## src/rtl/sprite_rom_arbiter_if.sv

```systemverilog
// -----------------------------------------------------------------------------
// sprite_rom_arbiter_if
// Requester-side bus of the sprite ROM arbiter.
//   req       : per-requester read request (level, held until granted)
//   req_addr  : packed ROM addresses, requester i at [i*ADDR_W +: ADDR_W]
//   gnt       : one-hot, one-cycle grant pulse
//   rd_valid  : one-hot, one-cycle read-data valid pulse
//   rd_data   : read data shared by all requesters, qualified by rd_valid
// Modports: master = pixel-pipeline requesters, slave = arbiter.
// -----------------------------------------------------------------------------
interface sprite_rom_arbiter_if #(
    parameter int NUM_REQ = 4,
    parameter int ADDR_W  = 10,
    parameter int DATA_W  = 4
);
    logic [NUM_REQ-1:0]        req;
    logic [NUM_REQ*ADDR_W-1:0] req_addr;
    logic [NUM_REQ-1:0]        gnt;
    logic [NUM_REQ-1:0]        rd_valid;
    logic [DATA_W-1:0]         rd_data;

    modport master (
        output req,
        output req_addr,
        input  gnt,
        input  rd_valid,
        input  rd_data
    );

    modport slave (
        input  req,
        input  req_addr,
        output gnt,
        output rd_valid,
        output rd_data
    );
endinterface

```

## src/rtl/sprite_rom_arbiter.sv

```systemverilog
// -----------------------------------------------------------------------------
// sprite_rom_arbiter
// Shares one single-port sprite/board ROM read port between NUM_REQ
// pixel-pipeline requesters in the VGA clock domain. One winner per cycle
// drives the registered ROM address/enable; the returned word is delivered
// to the winner ROM_LAT+1 edges after the grant with a one-hot rd_valid.
//
// Ports:
//   vga_clk   : sole clock, all state on the rising edge
//   rst       : asynchronous, active-high reset (drops in-flight reads)
//   bus       : requester bus (sprite_rom_arbiter_if.slave)
//   rom_addr  : registered ROM address
//   rom_en    : registered ROM read enable
//   rom_q     : ROM read data, valid ROM_LAT cycles after rom_en is sampled
//
// Build option:
//   SPRITE_ARB_FIXED_PRIO_EN defined -> fixed priority, lowest index wins.
//   undefined (default)              -> round-robin starting after the
//                                       last winner.
// -----------------------------------------------------------------------------
module sprite_rom_arbiter #(
    parameter int NUM_REQ = 4,
    parameter int ADDR_W  = 10,
    parameter int DATA_W  = 4,
    parameter int ROM_LAT = 1
) (
    input  logic                 vga_clk,
    input  logic                 rst,
    sprite_rom_arbiter_if.slave  bus,
    output logic [ADDR_W-1:0]    rom_addr,
    output logic                 rom_en,
    input  logic [DATA_W-1:0]    rom_q
);

    localparam int IDX_W = (NUM_REQ > 1) ? $clog2(NUM_REQ) : 1;

    logic [NUM_REQ-1:0] elig_s;
    logic               win_s;
    logic [IDX_W-1:0]   win_idx_s;
    logic [NUM_REQ-1:0] win_oh_s;

    logic [NUM_REQ-1:0] gnt_r;
    logic [ADDR_W-1:0]  rom_addr_r;
    logic               rom_en_r;
    logic [NUM_REQ-1:0] rd_valid_r;
    logic [DATA_W-1:0]  rd_data_r;

    // One-hot requester id per ROM read in flight; stage 0 loads with rom_en.
    logic [NUM_REQ-1:0] tag_r [0:ROM_LAT];

`ifndef SPRITE_ARB_FIXED_PRIO_EN
    logic [IDX_W-1:0]   last_r;
`endif

    // Winner selection; a requester granted on the previous edge is masked so
    // a req still held during its gnt cycle is not served twice.
    always_comb begin
        int cand;
        cand      = 0;
        elig_s    = bus.req & ~gnt_r;
        win_s     = 1'b0;
        win_idx_s = '0;
`ifdef SPRITE_ARB_FIXED_PRIO_EN
        // Scan from the top so the lowest eligible index is written last.
        for (int i = NUM_REQ - 1; i >= 0; i--) begin
            cand      = i;
            win_s     = elig_s[cand] ? 1'b1 : win_s;
            win_idx_s = elig_s[cand] ? IDX_W'(cand) : win_idx_s;
        end
`else
        // Scan offsets from farthest (last itself) to nearest (last+1) so the
        // first eligible requester after last is written last and wins.
        for (int k = NUM_REQ; k >= 1; k--) begin
            cand      = int'(last_r) + k;
            cand      = (cand >= NUM_REQ) ? (cand - NUM_REQ) : cand;
            win_s     = elig_s[cand] ? 1'b1 : win_s;
            win_idx_s = elig_s[cand] ? IDX_W'(cand) : win_idx_s;
        end
`endif
        win_oh_s = win_s ? ({{(NUM_REQ-1){1'b0}}, 1'b1} << win_idx_s)
                         : {NUM_REQ{1'b0}};
    end

    // Grant pulse, ROM request registers and round-robin pointer.
    always_ff @(posedge vga_clk or posedge rst) begin
        if (rst) begin
            gnt_r      <= '0;
            rom_en_r   <= 1'b0;
            rom_addr_r <= '0;
`ifndef SPRITE_ARB_FIXED_PRIO_EN
            last_r     <= IDX_W'(NUM_REQ - 1);
`endif
        end else begin
            gnt_r    <= win_oh_s;
            rom_en_r <= win_s;
            if (win_s) begin
                rom_addr_r <= bus.req_addr[win_idx_s*ADDR_W +: ADDR_W];
`ifndef SPRITE_ARB_FIXED_PRIO_EN
                last_r     <= win_idx_s;
`endif
            end else begin
                rom_addr_r <= rom_addr_r;
`ifndef SPRITE_ARB_FIXED_PRIO_EN
                last_r     <= last_r;
`endif
            end
        end
    end

    // Requester-id shift register aligned with the ROM read latency.
    always_ff @(posedge vga_clk or posedge rst) begin
        if (rst) begin
            for (int i = 0; i <= ROM_LAT; i++) begin
                tag_r[i] <= '0;
            end
        end else begin
            tag_r[0] <= win_oh_s;
            for (int i = 1; i <= ROM_LAT; i++) begin
                tag_r[i] <= tag_r[i-1];
            end
        end
    end

    // Read-data return: capture rom_q when the tail of the tag pipe is live.
    always_ff @(posedge vga_clk or posedge rst) begin
        if (rst) begin
            rd_valid_r <= '0;
            rd_data_r  <= '0;
        end else begin
            if (|tag_r[ROM_LAT]) begin
                rd_valid_r <= tag_r[ROM_LAT];
                rd_data_r  <= rom_q;
            end else begin
                rd_valid_r <= '0;
                rd_data_r  <= rd_data_r;
            end
        end
    end

    assign bus.gnt      = gnt_r;
    assign bus.rd_valid = rd_valid_r;
    assign bus.rd_data  = rd_data_r;
    assign rom_addr     = rom_addr_r;
    assign rom_en       = rom_en_r;

endmodule

```

## src/flat_wrapper.sv

```systemverilog
// flat-port wrapper written by rule: the top's interface ports become plain ports
module sprite_rom_arbiter_flat 
#(
    parameter int NUM_REQ = 4,
    parameter int ADDR_W  = 10,
    parameter int DATA_W  = 4,
    parameter int ROM_LAT = 1
)
  (vga_clk, rst, rom_addr, rom_en, rom_q, bus_req, bus_req_addr, bus_gnt, bus_rd_valid, bus_rd_data);
  sprite_rom_arbiter_if #(.NUM_REQ(NUM_REQ), .ADDR_W(ADDR_W), .DATA_W(DATA_W)) bus_i ();
  input  logic vga_clk;
  input  logic rst;
  output logic [ADDR_W-1:0] rom_addr;
  output logic rom_en;
  input  logic [DATA_W-1:0] rom_q;
  input wire logic [$bits(bus_i.req)-1:0] bus_req;
  input wire logic [$bits(bus_i.req_addr)-1:0] bus_req_addr;
  output wire logic [$bits(bus_i.gnt)-1:0] bus_gnt;
  output wire logic [$bits(bus_i.rd_valid)-1:0] bus_rd_valid;
  output wire logic [$bits(bus_i.rd_data)-1:0] bus_rd_data;
  assign bus_i.req = bus_req;
  assign bus_i.req_addr = bus_req_addr;
  assign bus_gnt = bus_i.gnt;
  assign bus_rd_valid = bus_i.rd_valid;
  assign bus_rd_data = bus_i.rd_data;
  sprite_rom_arbiter #(.NUM_REQ(NUM_REQ), .ADDR_W(ADDR_W), .DATA_W(DATA_W), .ROM_LAT(ROM_LAT)) u_core (.vga_clk(vga_clk), .rst(rst), .bus(bus_i), .rom_addr(rom_addr), .rom_en(rom_en), .rom_q(rom_q));
endmodule
```

## config.mk

```make
export PLATFORM = sky130hd
export DESIGN_NAME = sprite_rom_arbiter_flat
export DESIGN_NICKNAME = d
export VERILOG_FILES = /design/src/rtl/sprite_rom_arbiter_if.sv /design/src/rtl/sprite_rom_arbiter.sv /design/src/flat_wrapper.sv
export SDC_FILE = /design/constraint.sdc
export NUM_CORES = 1
export LEC_CHECK = 0
export ABC_AREA = 1
export CORE_MARGIN = 2
export CORE_UTILIZATION = 44
export CTS_BUF_LIST = sky130_fd_sc_hd__clkbuf_2 sky130_fd_sc_hd__clkbuf_4 sky130_fd_sc_hd__clkbuf_8
export CTS_CLUSTER_SIZE = 8
export DETAILED_ROUTE_END_ITERATION = 6
export PLACE_DENSITY = 0.79
export SYNTH_ARGS = -nofsm -noshare
export SYNTH_HDL_FRONTEND = slang
export SYNTH_SLANG_ARGS = --single-unit
```

## constraint.sdc

```tcl
create_clock -name vga_clk -period 2.5 [get_ports vga_clk]
set_clock_uncertainty 0.1 [all_clocks]
set_input_delay 0.625 -clock vga_clk [delete_from_list [all_inputs] [get_ports vga_clk]]
set_output_delay 0.625 -clock vga_clk [all_outputs]
set_load 0.05 [all_outputs]
```

==> results by group, run 1 <==
Logic synthesis
  – Top-area cell type share of the netlist area: a little under two fifths
  – Yosys warnings: 0
  – Flops & latches, synth: 29
  – Syn Inst Count: 246
  – Largest cells by area after synthesis: dfrtp_1 (38%), nand2_1 (19%), nand3_1 (14%)
  – Mux contribution to synthesized area: 2.55%
  – Seq/Total Area, Yosys: 41.3%
  – Area share of and/or/nand/nor cells after synthesis: 41.0%
  – Complex-gate fraction of the synthesized area: 0%
  – Area leader, netlist: dfrtp_1
  – Distinct cell type count after synthesis: 20
  – Cell area after synthesis: 0.00176 mm²
  – Post-Syn Area per Cell: 7.17 µm²
  – Largest family of logic cells by synthesized area: simple AND/OR/NAND/NOR gates
  – Post-Synth Adder-Cell Area: 0%
  – Syn_nets: about 300
  – XOR/XNOR share of the synthesized area: less than 1%

Floorplanning
  – Initial Util: roughly 45%
  – Rows: 23
  – Die width: 67.3 µm
  – Core ar.: 0.00394 mm²
  – Die Ht: between 60 and 70 µm
  – Die Area: roughly 0.0045 mm²
  – IO Count: 73

STA
  – Measured slew at the worst slew-check pin: a little over 0.5 ns
  – Tcrit/Tclk final: around 90%
  – Final worst slack: 0.248 ns
  – Final setup violation count: 0
  – Worst relative slew slack: between 60% and 70%
  – Setup TNS: 0 ns
  – Fin. Hold Viols: 0
  – Slew Limit Fails: 0
  – Max Freq: approximately 440 MHz
  – Crit path time final: ~2.3 ns
  – RSZ-0062 raised after global routing: no

Clock tree
  – Clk buf depth: 2
  – CTS Sinks: 29
  – H-tree depth: 2
  – Post-CTS Hold Fix Bufs: 0
  – CTS Buf Count: 5
  – TritonCTS clock tree: done
  – Post-CTS setup buffer count: 0
  – Root Buffer: clkbuf_8
  – Clk_lat worst skew: 0.27 ns
  – Worst-path clk slew: 0.06 ns
  – Post-cts resize count: 0

Setup path
  – Worst r2r src: u_core.last_r[0]
  – Worst-path maximum fanout: 10
  – Reg2Reg Depth: 14
  – Critical Path Start Type: input pin
  – Reg2reg setup slack: around 0.34 ns
  – Crit end category: flop
  – CP max stage cell: clkdlybuf4s50_1
  – End of the critical path: u_core.rom_addr[0]
  – Worst Setup SP: bus_req[3]
  – CP Data Required Time: 2.56 ns
  – CP Cell Sequence: clkdlybuf4s50_1 > nand3_1 > nand2_1 > nor2_1 > nor2_1 > inv_1 > nand3_4 > buf_4 > nand3_1 > nand3_1 > nand2_1 > nand2_1 > nand2_1
  – CP most frequent cell: nand2_1
  – Crit path largest cell delay: approximately 0.50 ns
  – Worst reg2reg path endpoint: u_core.rom_addr[0]
  – Critical Path AT: approximately 2.3 ns
  – CP Class: input pin to flop

Layout
  – Number of fill cells: between 300 and 400
  – Ant. Diodes: 0
  – Layout cells sized above 1: about an eighth
  – Nets@finish: ~370
  – Commonest cells after routing, fill and taps aside: nand2_1 (89), clkdlybuf4s50_1 (72), nand3_1 (48)
  – Commonest non-fill, non-tap cell in the layout: nand2_1
  – Syn-to-layout area delta: 49.1%

Min path
  – Worst Hold Class: flop to flop

Global route
  – All-Layer GR Usage: roughly a fifth
  – First-pass GRT wire length: 7130 µm
  – Number of global-route vias before repair: 1632
  – Largest net degree at the start of global routing: 30
  – Initial antenna violation count: 0
  – Total grt overflow: 0

Route
  – Routed Antenna Nets: 0
  – Pre-antenna DRT Iters: 4
  – Vias per cell: approximately 4.7
  – Vias: roughly 1700
  – WL final: about 4200 µm
  – Drt wl/cell: ~12 µm
  – Initial DRC Count: between 100 and 150
  – Residual DRC: 0

Placement
  – Final GP Congestion: between 0.8 and 0.9
  – Worst slack, placed: 0.00411 ns
  – Buffers on Ports: between 70 and 80
  – Dpl hpwl: around 3200 µm

Status
  – Outcome: completed

Run
  – Max-Cap Viols: 0
-- state kept, by name (all words and copies together) (netlist names) --
register and cells:
u_core.rom_addr 10, u_core.bus.gnt 4, u_core.bus.rd_data 4, u_core.bus.rd_valid 4, u_core.tag_r 4, u_core.last_r 2, u_core.rom_en 1
-- logic make-up after synthesis --
| kind of cell | Yosys count |
|---|---|
| buffers and inverters | 54 |
| multiplexers | 4 |
| flip-flops | 29 |
| XOR/XNOR | 1 |
| AND/OR/NAND/NOR | 158 |
-- final cells by class --
| cell class | instances | area, µm² | area share (%) |
|---|---|---|---|
| clock buffer | 5 | 68.8 | 2.62 |
| clock inverter | 3 | 65.1 | 2.47 |
| inverter | 35 | 134 | 5.09 |
| multi-input combinational | 163 | 785 | 29.8 |
| sequential | 29 | 728 | 27.7 |
| tap | 50 | 62.6 | 2.38 |
| timing repair buffer | 81 | 788 | 30.0 |
-- through the flow --
stage / instance area, µm² / util, % / std cells / hold slack [ns]
after global placement: 2500 / 63.3 / 358 / 0.249
final: 2630 / 66.7 / 366 / 0.269
after CTS: 2630 / 66.7 / 366 / 0.272
after floorplan: 1760 / - / 246 / 0.275
after detailed placement: 2500 / 63.3 / 358 / 0.257
after global routing: 2630 / 66.7 / 366 / 0.285
-- synth_stat cells --
library cell and n:
or4_1 1, nor2_1 7, nand2_4 4, buf_4 9, inv_4 1, nand3_2 1, nand2_1 89, inv_2 3
nor3_1 1, xor2_2 1, inv_1 31, dfstp_2 2, mux2_2 4, buf_2 4, clkbuf_1 5, buf_6 1
nand2_2 6, dfrtp_1 27, nand3_4 1, nand3_1 48
-- critical path, delay by kind of cell --
family	cells	cell delay (ns)
and+or+nand+nor	10	0.93
buffers and inverters	3	0.77
-- worst min path at each step --
stage,startpoint,end,slack [ns],depth (start not counted)
3_3_place_gp,u_core.tag_r[3],u_core.bus.rd_valid[3],0.25,0
6_report,u_core.tag_r[1],u_core.bus.rd_valid[1],0.27,0
5_1_grt,u_core.tag_r[1],u_core.bus.rd_valid[1],0.29,0
3_5_place_dp,u_core.tag_r[3],u_core.bus.rd_valid[3],0.26,0
2_1_floorplan,u_core.bus.gnt[1],u_core.tag_r[1],0.27,0
4_1_cts,u_core.tag_r[3],u_core.bus.rd_valid[3],0.27,0
-- layer usage --
metal  track usage [%]  vias up  share of wire (%)
met3              4.83        4                9.4
met2              34.9       85                 47
met1              26.9      752                 43
li1                  -      884                  -
met4              5.61        0               0.59
met5                 0        -                  0
Power of run 1 is left out: the tool's default activity adds up to more than one toggle a clock period on the data nets, which glitch-free logic cannot reach.
==> run 2, diff against run 1 <==
- CORE_MARGIN: 2 -> unset
- REMOVE_ABC_BUFFERS: unset -> 1
- clock period: 2.5 -> 2.1 ns (I/O delays scaled with it)
==> run 2 against run 1 <==
  * The flow now finishes with violations (negative setup slack)
  * Final area increased by 5.7%
  * Global-route usage is 3.6 points higher
  * First-iteration DRC count is 13% lower
  * Clock-buffer cell count stayed put
  * Via count grew 7.4%
  * Register-to-register slack worse by 0.35 ns
  * Die area down 5.9%
  * Critical path type is now flop to flop
  * Highest routed layer unchanged
==> results by group, run 2 (synthesis results as in run 1) <==
Setup path
  – Worst-path maximum fanout: 8
  – Crit end category: flop
  – CP Class: flop to flop
  – CP Data Required Time: 2.16 ns
  – Worst reg2reg path endpoint: u_core.rom_addr[1]
  – Worst r2r src: u_core.last_r[0]
  – Critical Path AT: between 2 and 2.5 ns
  – Reg2Reg Depth: 14
  – Worst Setup SP: u_core.last_r[0]
  – Critical Path Start Type: flop
  – Reg2reg setup slack: -0.009 ns

Floorplanning
  – Core ar.: approximately 0.0037 mm²
  – IO Count: between 70 and 80
  – Initial Util: between 40% and 50%
  – Die Ht: 65.3 µm
  – Rows: 22
  – Die Area: between 0.004 and 0.005 mm²
  – Die width: approximately 65 µm

STA
  – Tcrit/Tclk final: 100%
  – Setup TNS: -0.0184 ns
  – Slew Limit Fails: 0
  – Max Freq: approximately 470 MHz
  – Final worst slack: -0.00912 ns
  – Crit path time final: 2.11 ns
  – Worst relative slew slack: between 60% and 70%
  – RSZ-0062 raised after global routing: yes
  – Worst hold slack: between 0.2 and 0.3 ns
  – Final setup violation count: 3
  – Fin. Hold Viols: 0
  – Measured slew at the worst slew-check pin: ~0.5 ns

Placement
  – Final GP Congestion: 0.826
  – Worst slack, placed: -0.316 ns
  – Buffers on Ports: 72
  – DP Cell Count: 360
  – Dpl hpwl: around 3400 µm

Layout
  – Ant. Diodes: 0
  – Commonest cells after routing, fill and taps aside: nand2_1 (83), clkdlybuf4s50_1 (53), nand3_1 (44)
  – Number of fill cells: slightly below 300
  – Commonest non-fill, non-tap cell in the layout: nand2_1
  – Max reg flops: 10
  – Area occupied by registers: between 700 and 800 µm²
  – Final Non-Filler Cells: approximately 370
  – Nets@finish: between 300 and 400
  – Area of the multi-input gates: approximately 860 µm²
  – Syn-to-layout area delta: 57.7%
  – Layout cells sized above 1: between 20% and 30%

Global route
  – Initial antenna violation count: 0
  – Number of global-route vias before repair: about 1900
  – All-Layer GR Usage: between 20% and 30%
  – Total grt overflow: 0
  – First-pass GRT wire length: 8020 µm
  – Largest net degree at the start of global routing: 30

Route
  – Initial DRC Count: 99
  – Drt wl/cell: 13.0 µm
  – Vias: 1853
  – WL final: 4860 µm
  – Vias per cell: approximately 5
  – Routed Antenna Nets: 0
  – Pre-antenna DRT Iters: 6
  – Residual DRC: 0

Clock tree
  – CTS Sinks: 29
  – Clk buf depth: 2
  – Clk_lat worst skew: about 0.27 ns
  – Worst-path clk slew: 0.07 ns
  – TritonCTS clock tree: done
  – H-tree depth: 2
  – Root Buffer: clkbuf_8
  – CTS Buf Count: 5

Min path
  – Hold Crit Endpoint: u_core.bus.rd_valid[1]
  – Hold Path Cell Cnt: 0
  – Worst Hold Class: flop to flop
  – Hold Crit Start: u_core.tag_r[1]

Run
  – Max-Cap Viols: 0

Status
  – Outcome: complete, but fails checks
  – Failing checks: negative setup slack
[run 2: cell count changes in the layout (fill, tap and decap cells not counted), sizes merged]
| cell | before | now |
|---|---|---|
| buf | 9 | 34 |
| clkdlybuf4s50 | 72 | 53 |
| dlygate4sd2 | 0 | 4 |
[run 2: metrics by stage]
| stage | utilization (%) | cell area (µm²) |
|---|---|---|
| after global routing | 74.3 | 2780 |
| after floorplan | - | 1650 |
| after detailed placement | 66.8 | 2500 |
| after CTS | 72.1 | 2700 |
| final | 74.3 | 2780 |
| after global placement | 66.8 | 2500 |
[run 2: cell type report]
type	count	area share, %
repair buffers	91	31.1
multi-input cells	163	30.9
flip-flops and latches	29	26.2
inverters	35	4.90
clock buffers	5	2.47
clock inverters	3	2.34
well taps	48	2.16
[run 2: critical path, stage by stage, from the launching register on]
cell     delay [ns]
dfstp_2        0.65
nand3_1        0.14
nand2_2        0.14
nand2_2        0.07
nand2_1        0.08
inv_2          0.04
nand2_4        0.09
nand3_4        0.12
buf_4          0.19
nand3_1        0.08
nand2_1        0.06
nand2_1        0.05
nand2_1        0.05
nand2_1        0.06
nand2_1        0.06
[run 2: per-layer routing]
layer	GRT usage (%)	wire, µm	share of wire (%)
met4	7.34	42	0.86
met2	43.7	2510	52
met5	0	0	0
met1	28.9	1920	39
met3	5.21	386	7.9
[run 2: worst max-delay path by stage]
stage,endpoint
after floorplan,u_core.rom_addr[0]
after global placement,u_core.rom_addr[6]
after detailed placement,u_core.rom_addr[1]
after CTS,u_core.rom_addr[5]
after global routing,u_core.rom_addr[5]
final,u_core.rom_addr[1]
[run 2: what timing repair did]
item                       CTS  global route
hold endpoints to repair     0             0
hold buffers                 0             0
gates resized for setup     10            16
gates cloned                 1             0
setup endpoints to repair    7            12
pin swaps                    9             8
buffers inserted             3             2
Power of run 2 is left out for the same reason.
==> run 3, diff against run 2 <==
- CORE_MARGIN: unset -> 1
==> results of run 3 <==
No change in the layout: final DEF, timing and power equal those of run 2.
Power of run 3 is left out for the same reason.
